`config.mk`:
```
export PLATFORM = sky130hd
export DESIGN_NAME = branch_resolve_queue
export DESIGN_NICKNAME = d
export VERILOG_FILES = /design/src/rtl/lab4_branch_pkg.sv /design/src/rtl/lab4_branch_BranchResolveFifo.sv /design/src/rtl/branch_resolve_queue.sv
export SDC_FILE = /design/constraint.sdc
export NUM_CORES = 1
export LEC_CHECK = 0
export CORE_MARGIN = 2
export CORE_UTILIZATION = 59
export CTS_CLUSTER_DIAMETER = 40
export CTS_CLUSTER_SIZE = 20
export DETAILED_ROUTE_END_ITERATION = 6
export PLACE_DENSITY = 0.84
export SLEW_MARGIN = 30
export SYNTH_ARGS = -nofsm -noshare
export SYNTH_HDL_FRONTEND = slang
export SYNTH_SLANG_ARGS = --single-unit
export TNS_END_PERCENT = 30
```
`constraint.sdc`:
```
create_clock -name clk -period 14 [get_ports clk]
set_clock_uncertainty 0.1 [all_clocks]
set_input_delay 1.4 -clock clk [delete_from_list [all_inputs] [get_ports clk]]
set_output_delay 1.4 -clock clk [all_outputs]
set_load 0.01 [all_outputs]
```
`src/rtl/lab4_branch_pkg.sv`:
```
// Shared types and constants for the branch resolve queue slice.
package lab4_branch_pkg;

  typedef struct packed {
    logic [31:0] pc;
    logic        pred;
    logic [31:0] target;
  } bq_entry_t;

  localparam logic [31:0] BQ_PC_INCR = 32'd4;

endpackage

```
`src/rtl/lab4_branch_BranchResolveFifo.sv`:
```
// Circular buffer of in-flight branch entries with a head read port and a flush
// that drops everything, including an enqueue arriving in the same cycle.
module lab4_branch_BranchResolveFifo
  import lab4_branch_pkg::*;
#(
  parameter int DEPTH = 4
) (
  input  logic                     clk,
  input  logic                     reset,
  input  logic                     enq,
  input  bq_entry_t                enq_data,
  input  logic                     deq,
  input  logic                     flush,
  output logic [$clog2(DEPTH):0]   count,
  output logic                     full,
  output logic                     empty,
  output bq_entry_t                head_data
);
  localparam int PW = $clog2(DEPTH);
  localparam int CW = PW + 1;

  bq_entry_t         mem [DEPTH];
  logic [PW-1:0]     head;
  logic [PW-1:0]     tail;

  assign full      = (count == CW'(DEPTH));
  assign empty     = (count == '0);
  assign head_data = mem[head];

  // Entry storage carries no reset; occupancy is tracked by count alone.
  always_ff @(posedge clk) begin
    if (enq && !flush) mem[tail] <= enq_data;
  end

  always_ff @(posedge clk) begin
    if (reset) begin
      head  <= '0;
      tail  <= '0;
      count <= '0;
    end else if (flush) begin
      head  <= tail;
      count <= '0;
    end else begin
      if (enq) tail <= tail + PW'(1);
      if (deq) head <= head + PW'(1);
      case ({enq, deq})
        2'b10:   count <= count + CW'(1);
        2'b01:   count <= count - CW'(1);
        default: count <= count;
      endcase
    end
  end

endmodule

```
`src/rtl/branch_resolve_queue.sv`:
```
// In-order branch prediction tracker: resolves the oldest branch, drives the
// predictor update port and a registered mispredict redirect that flushes the queue.
module branch_resolve_queue
  import lab4_branch_pkg::*;
#(
  parameter int NUM_ENTRIES = 4
) (
  input  logic                          clk,
  input  logic                          reset,
  input  logic                          enq_val,
  output logic                          enq_rdy,
  input  logic [31:0]                   enq_pc,
  input  logic                          enq_pred,
  input  logic [31:0]                   enq_target,
  input  logic                          res_val,
  output logic                          res_rdy,
  input  logic                          res_taken,
  input  logic [31:0]                   res_target,
  output logic                          update_en,
  output logic                          update_val,
  output logic [31:0]                   update_pc,
  output logic                          mispred_val,
  output logic [31:0]                   mispred_pc,
  output logic [$clog2(NUM_ENTRIES):0]  count
);
  bq_entry_t   enq_data;
  bq_entry_t   head;
  logic        full;
  logic        empty;
  logic        enq_fire;
  logic        res_fire;
  logic        mispred;
  logic [31:0] redirect;

  assign enq_data = '{pc: enq_pc, pred: enq_pred, target: enq_target};
  assign enq_rdy  = !full;
  assign res_rdy  = !empty;
  assign enq_fire = enq_val && enq_rdy;
  assign res_fire = res_val && res_rdy;

  // Target only matters when both prediction and outcome say taken.
  assign mispred  = (res_taken != head.pred) ||
                    (res_taken && head.pred && (res_target != head.target));
  assign redirect = res_taken ? res_target : head.pc + BQ_PC_INCR;

  lab4_branch_BranchResolveFifo #(.DEPTH(NUM_ENTRIES)) u_fifo (
    .clk       (clk),
    .reset     (reset),
    .enq       (enq_fire),
    .enq_data  (enq_data),
    .deq       (res_fire),
    .flush     (res_fire && mispred),
    .count     (count),
    .full      (full),
    .empty     (empty),
    .head_data (head)
  );

  always_ff @(posedge clk) begin
    if (reset) begin
      update_en   <= 1'b0;
      update_val  <= 1'b0;
      update_pc   <= '0;
      mispred_val <= 1'b0;
      mispred_pc  <= '0;
    end else begin
      update_en   <= res_fire;
      mispred_val <= res_fire && mispred;
      if (res_fire) begin
        update_val <= res_taken;
        update_pc  <= head.pc;
      end
      if (res_fire && mispred) mispred_pc <= redirect;
    end
  end

endmodule

```
==> results.sh <==
export IMPL_die_h_um=155
export IMPL_vias_in_the_first_global_route=8100
export IMPL_top_level_ports=174
export IMPL_setup_total_negative_slack_ps=0
export IMPL_postCtsSetupRepairBufs=0
export IMPL_min_to="update_pc[15]"
export IMPL_post_synth_and_or_nand_nor_area_fraction_pct=6.48
export IMPL_cts_tree="done"
export IMPL_max_buffers_root_to_sink=3
export IMPL_power_net_switching_w=0.000898
export IMPL_cp_max_fo=49
export IMPL_coreArea_um2=22500
export IMPL_worst_hold_path_type="reg2reg"
export IMPL_worstMarginPinSlew_ps=778
export IMPL_place_port_buffers=173
export IMPL_worstSkewPairLatency_ps=530
export IMPL_max_cap_violations=0
export IMPL_max_vdd_ir_drop_mv=0.117
export IMPL_hold_wc_startpoint="update_pc[15]"
export IMPL_p_clk_share_pct=32.1
export IMPL_die_span_in_x_um=155
export IMPL_dr_pass1_iters=5
export IMPL_place_area_um2=15300
export IMPL_internal_power_w=0.00212
export IMPL_track_usage_pct=26.7
export IMPL_vias_after_detailed_routing=8071
export IMPL_antenna_cells_inserted=0
export IMPL_clockRootBuffer="sky130_fd_sc_hd__clkbuf_16"
export IMPL_fin_worst_hold_slack_ps=353
export IMPL_wire_length_of_the_first_global_routing_pass_um=47800
export IMPL_endpoint_kind="flop"
export IMPL_grt_antenna_before_repair=0
export IMPL_synthArstFlopShare_pct=0
export IMPL_synthDistinctLibCells=49
export IMPL_grt_setup_unrepaired="false"
export IMPL_power_frac_seq_pct=43.7
export IMPL_final_antenna_net_count=0
export IMPL_synth_adder_area_share_pct=0.801
export IMPL_post_route_cell_area_um2=16600
export IMPL_fp_row_count=55
export IMPL_power_switching_fraction_pct=29.8
export IMPL_synth_main_ff_cell="sky130_fd_sc_hd__edfxtp_1"
export IMPL_final_min_period_over_clock_period_pct=37.2
export IMPL_synth_enable_flop_cells=260
export IMPL_maxSlewViolCount=0
export IMPL_critical_path_cell_chain="buf_4 -> mux2_2 -> nor3b_1 -> a21oi_1 -> o22a_1 -> nor4_1 -> a41o_2 -> o21ba_2 -> and2_2 -> buf_4"
export IMPL_critPathRequiredTime_ps=14050
export IMPL_design_die_area_um2=24000
export IMPL_wirelength_um=31600
export IMPL_final_hold_violation_count=0
export IMPL_critical_path_class="reg2reg"
export IMPL_r2r_cells=10
export IMPL_critical_path_slowest_cell="sky130_fd_sc_hd__dfxtp_2"
export IMPL_timing_critical_path_mode_cell="sky130_fd_sc_hd__buf_4"
export IMPL_clock_sinks=336
export IMPL_p_comb_share_pct=24.2
export IMPL_number_of_instances_in_the_synthesized_netlist=835
export IMPL_arrival_ps=5260
export IMPL_drive_gt1_share_pct=14.0
export IMPL_fin_crit_ps=5210
export IMPL_slew_limit_headroom_pct=48.2
export IMPL_h_tree_depth=2
export IMPL_synthesized_area_um2=13400
export IMPL_whs_path_depth=2
export IMPL_powerDensity_nw_per_um2=182
export IMPL_r2r_setup_slack_ps=8790
export IMPL_synth_compound_area_share_pct=5.06
export IMPL_grt_max_degree=64
export IMPL_postCtsResizedCells=0
export IMPL_upper_clock_frequency_limit_mhz=192
export IMPL_drt_drc_violations_left=0
export IMPL_grt_ovfl_total=0
export IMPL_worstSetupStartpointType="flop"
export IMPL_power_static_leakage_nw=5.42
export IMPL_synth_mux_area_fraction_pct=11.3
export IMPL_ys_ff_latch=336
export IMPL_average_cell_area_after_synthesis_um2=16.1
export IMPL_finalWeightedCongestion=0.805
export IMPL_area_growth_synth_to_final_pct=23.3
export IMPL_cts_made_buffers=36
export IMPL_status="finished, final reports clean"
export IMPL_worst_path_largest_cell_delay_ps=770
export IMPL_starting_density_of_the_core_pct=59.7
export IMPL_fillerInstances=1315
export IMPL_cts_hold_buf=0
export IMPL_wl_per_cell_um=23.8
export IMPL_synth_yosys_seq_area_share_pct=69.5
export IMPL_place_detailed_hpwl_um=20200
export IMPL_combinational_family_with_the_most_area_after_synthesis="multiplexers"
export IMPL_finalNetCount=1126
export IMPL_yosysWarningCount=0
export IMPL_timing_final_setup_violations=0
export IMPL_detail_route_vias_per_cell=6.07
export IMPL_syn_num_nets=945
export IMPL_endpoint_of_the_most_critical_register_to_register_path="u_fifo.mem[2][23]"
export IMPL_synth_xor_xnor_area_share_pct=4.37
export IMPL_clkSlewWorstSetupHoldPaths_ps=60
export IMPL_drt_iter0_drc=830
cell type report:
| cell class | instances | area, um2 | area share, % |
|---|---|---|---|
| clock buffers | 41 | 972 | 5.87 |
| clock inverters | 25 | 277 | 1.67 |
| inverters | 13 | 48.8 | 0.295 |
| multi-input cells | 446 | 3770 | 22.8 |
| flip-flops and latches | 336 | 9330 | 56.4 |
| well taps | 285 | 357 | 2.15 |
| repair buffers | 183 | 1800 | 10.9 |
routing by layer:
metal,vias up,GRT usage (%),routed length (um)
met4,0,10.6,1140
met3,68,5.15,3010
met5,-,0,0
li1,3543,-,-
met1,4001,36.4,12300
met2,459,43.2,15200
registers in the layout, summed over array words and instances, names as in the netlist, 2 cells and up, named ones only:
name	cells
update_pc	32
u_fifo.tail	2
u_fifo.count	3
u_fifo.head	2
mispred_pc	32
u_fifo.mem	260
cell families (layout without fill, tap and decap cells):
logic type	count (synthesis)	in the layout
buf+inv	53	262
compound gates	106	106
fa+ha+maj	8	8
simple gates	189	189
mux	76	76
xor+xnor	67	67
flops	336	336
power by group through the flow:
stage / Sequential [W] / Combinational [W] / Clock, W
final: 0.00132 / 0.000730 / 0.000966
after global routing: 0.00133 / 0.000782 / 0.00102
after CTS: 0.00132 / 0.000731 / 0.000977
after detailed placement: 0.00134 / 0.000721 / 0
after global placement: 0.00133 / 0.000703 / 0
after floorplan: 0.00133 / 0.000457 / 0
synth_stat cells, types with 3 or more instances:
cell | instances | area, um2
sky130_fd_sc_hd__buf_4 | 5 | 37.5
sky130_fd_sc_hd__dfxtp_1 | 76 | 1520
sky130_fd_sc_hd__a22o_1 | 29 | 254
sky130_fd_sc_hd__nand4_1 | 9 | 56.3
sky130_fd_sc_hd__a21oi_1 | 35 | 175
sky130_fd_sc_hd__mux4_1 | 4 | 105
sky130_fd_sc_hd__nor3_1 | 5 | 25.0
sky130_fd_sc_hd__mux4_2 | 55 | 1240
sky130_fd_sc_hd__edfxtp_1 | 260 | 7810
sky130_fd_sc_hd__buf_2 | 4 | 20.0
sky130_fd_sc_hd__buf_6 | 11 | 124
sky130_fd_sc_hd__mux2i_1 | 15 | 150
sky130_fd_sc_hd__clkbuf_1 | 18 | 67.6
sky130_fd_sc_hd__xnor2_1 | 47 | 412
sky130_fd_sc_hd__xor2_1 | 20 | 175
sky130_fd_sc_hd__and2_1 | 10 | 62.6
sky130_fd_sc_hd__inv_1 | 11 | 41.3
sky130_fd_sc_hd__nand3_1 | 9 | 45.0
sky130_fd_sc_hd__nor2_1 | 16 | 60.1
sky130_fd_sc_hd__o21ai_0 | 31 | 155
sky130_fd_sc_hd__and3_1 | 4 | 25.0
sky130_fd_sc_hd__ha_1 | 7 | 87.6
sky130_fd_sc_hd__o2bb2ai_1 | 3 | 26.3
sky130_fd_sc_hd__nand2_1 | 118 | 443
cell usage in the layout (no fill, tap or decap), types with 5 or more instances in the layout:
cell type,count
sky130_fd_sc_hd__mux4_2,55
sky130_fd_sc_hd__dfxtp_1,74
sky130_fd_sc_hd__inv_1,11
sky130_fd_sc_hd__clkinvlp_4,5
sky130_fd_sc_hd__clkinv_4,6
sky130_fd_sc_hd__inv_6,5
sky130_fd_sc_hd__o21ai_0,31
sky130_fd_sc_hd__nand4_1,9
sky130_fd_sc_hd__ha_1,7
sky130_fd_sc_hd__a22o_1,29
sky130_fd_sc_hd__nor3_1,5
sky130_fd_sc_hd__mux2i_1,15
sky130_fd_sc_hd__nand2_1,118
sky130_fd_sc_hd__buf_4,10
sky130_fd_sc_hd__clkdlybuf4s50_1,172
sky130_fd_sc_hd__xnor2_1,47
sky130_fd_sc_hd__a21oi_1,35
sky130_fd_sc_hd__and2_1,6
sky130_fd_sc_hd__clkbuf_16,38
sky130_fd_sc_hd__nand3_1,9
sky130_fd_sc_hd__xor2_1,20
sky130_fd_sc_hd__nor2_1,16
sky130_fd_sc_hd__edfxtp_1,260
critical path: cells and delay by family (launching register included):
kind,cells,cell delay [ps]
and+or+nand+nor,3,1190
AOI/OAI and AO/OA,4,880
muxes,1,420
buffers and inverters,2,1410
DFF,1,770
per-stage QoR:
step / power, W / cells / utilization (%) / setup WS [ps]
after floorplan: 0.00178 / 835 / - / 9350
after global placement: 0.00203 / 1263 / 68.0 / 8930
after detailed placement: 0.00206 / 1263 / 68.0 / 8780
after CTS: 0.00303 / 1329 / 73.6 / 8780
after global routing: 0.00313 / 1329 / 73.6 / 8560
final: 0.00301 / 1329 / 73.6 / 8790
worst max-delay path by stage:
stage	from	endpoint	slack, ps	cells past startpoint
after global placement	res_target[14]	u_fifo.mem[3][22]	8930	9
after global routing	flop	u_fifo.mem[2][44]	8560	9
final	flop	u_fifo.mem[2][23]	8790	10
after CTS	flop	u_fifo.mem[1][28]	8780	9
after detailed placement	flop	u_fifo.mem[2][13]	8780	9
after floorplan	flop	u_fifo.mem[0][0]	9350	11
Power figures use the tool's default switching activity.
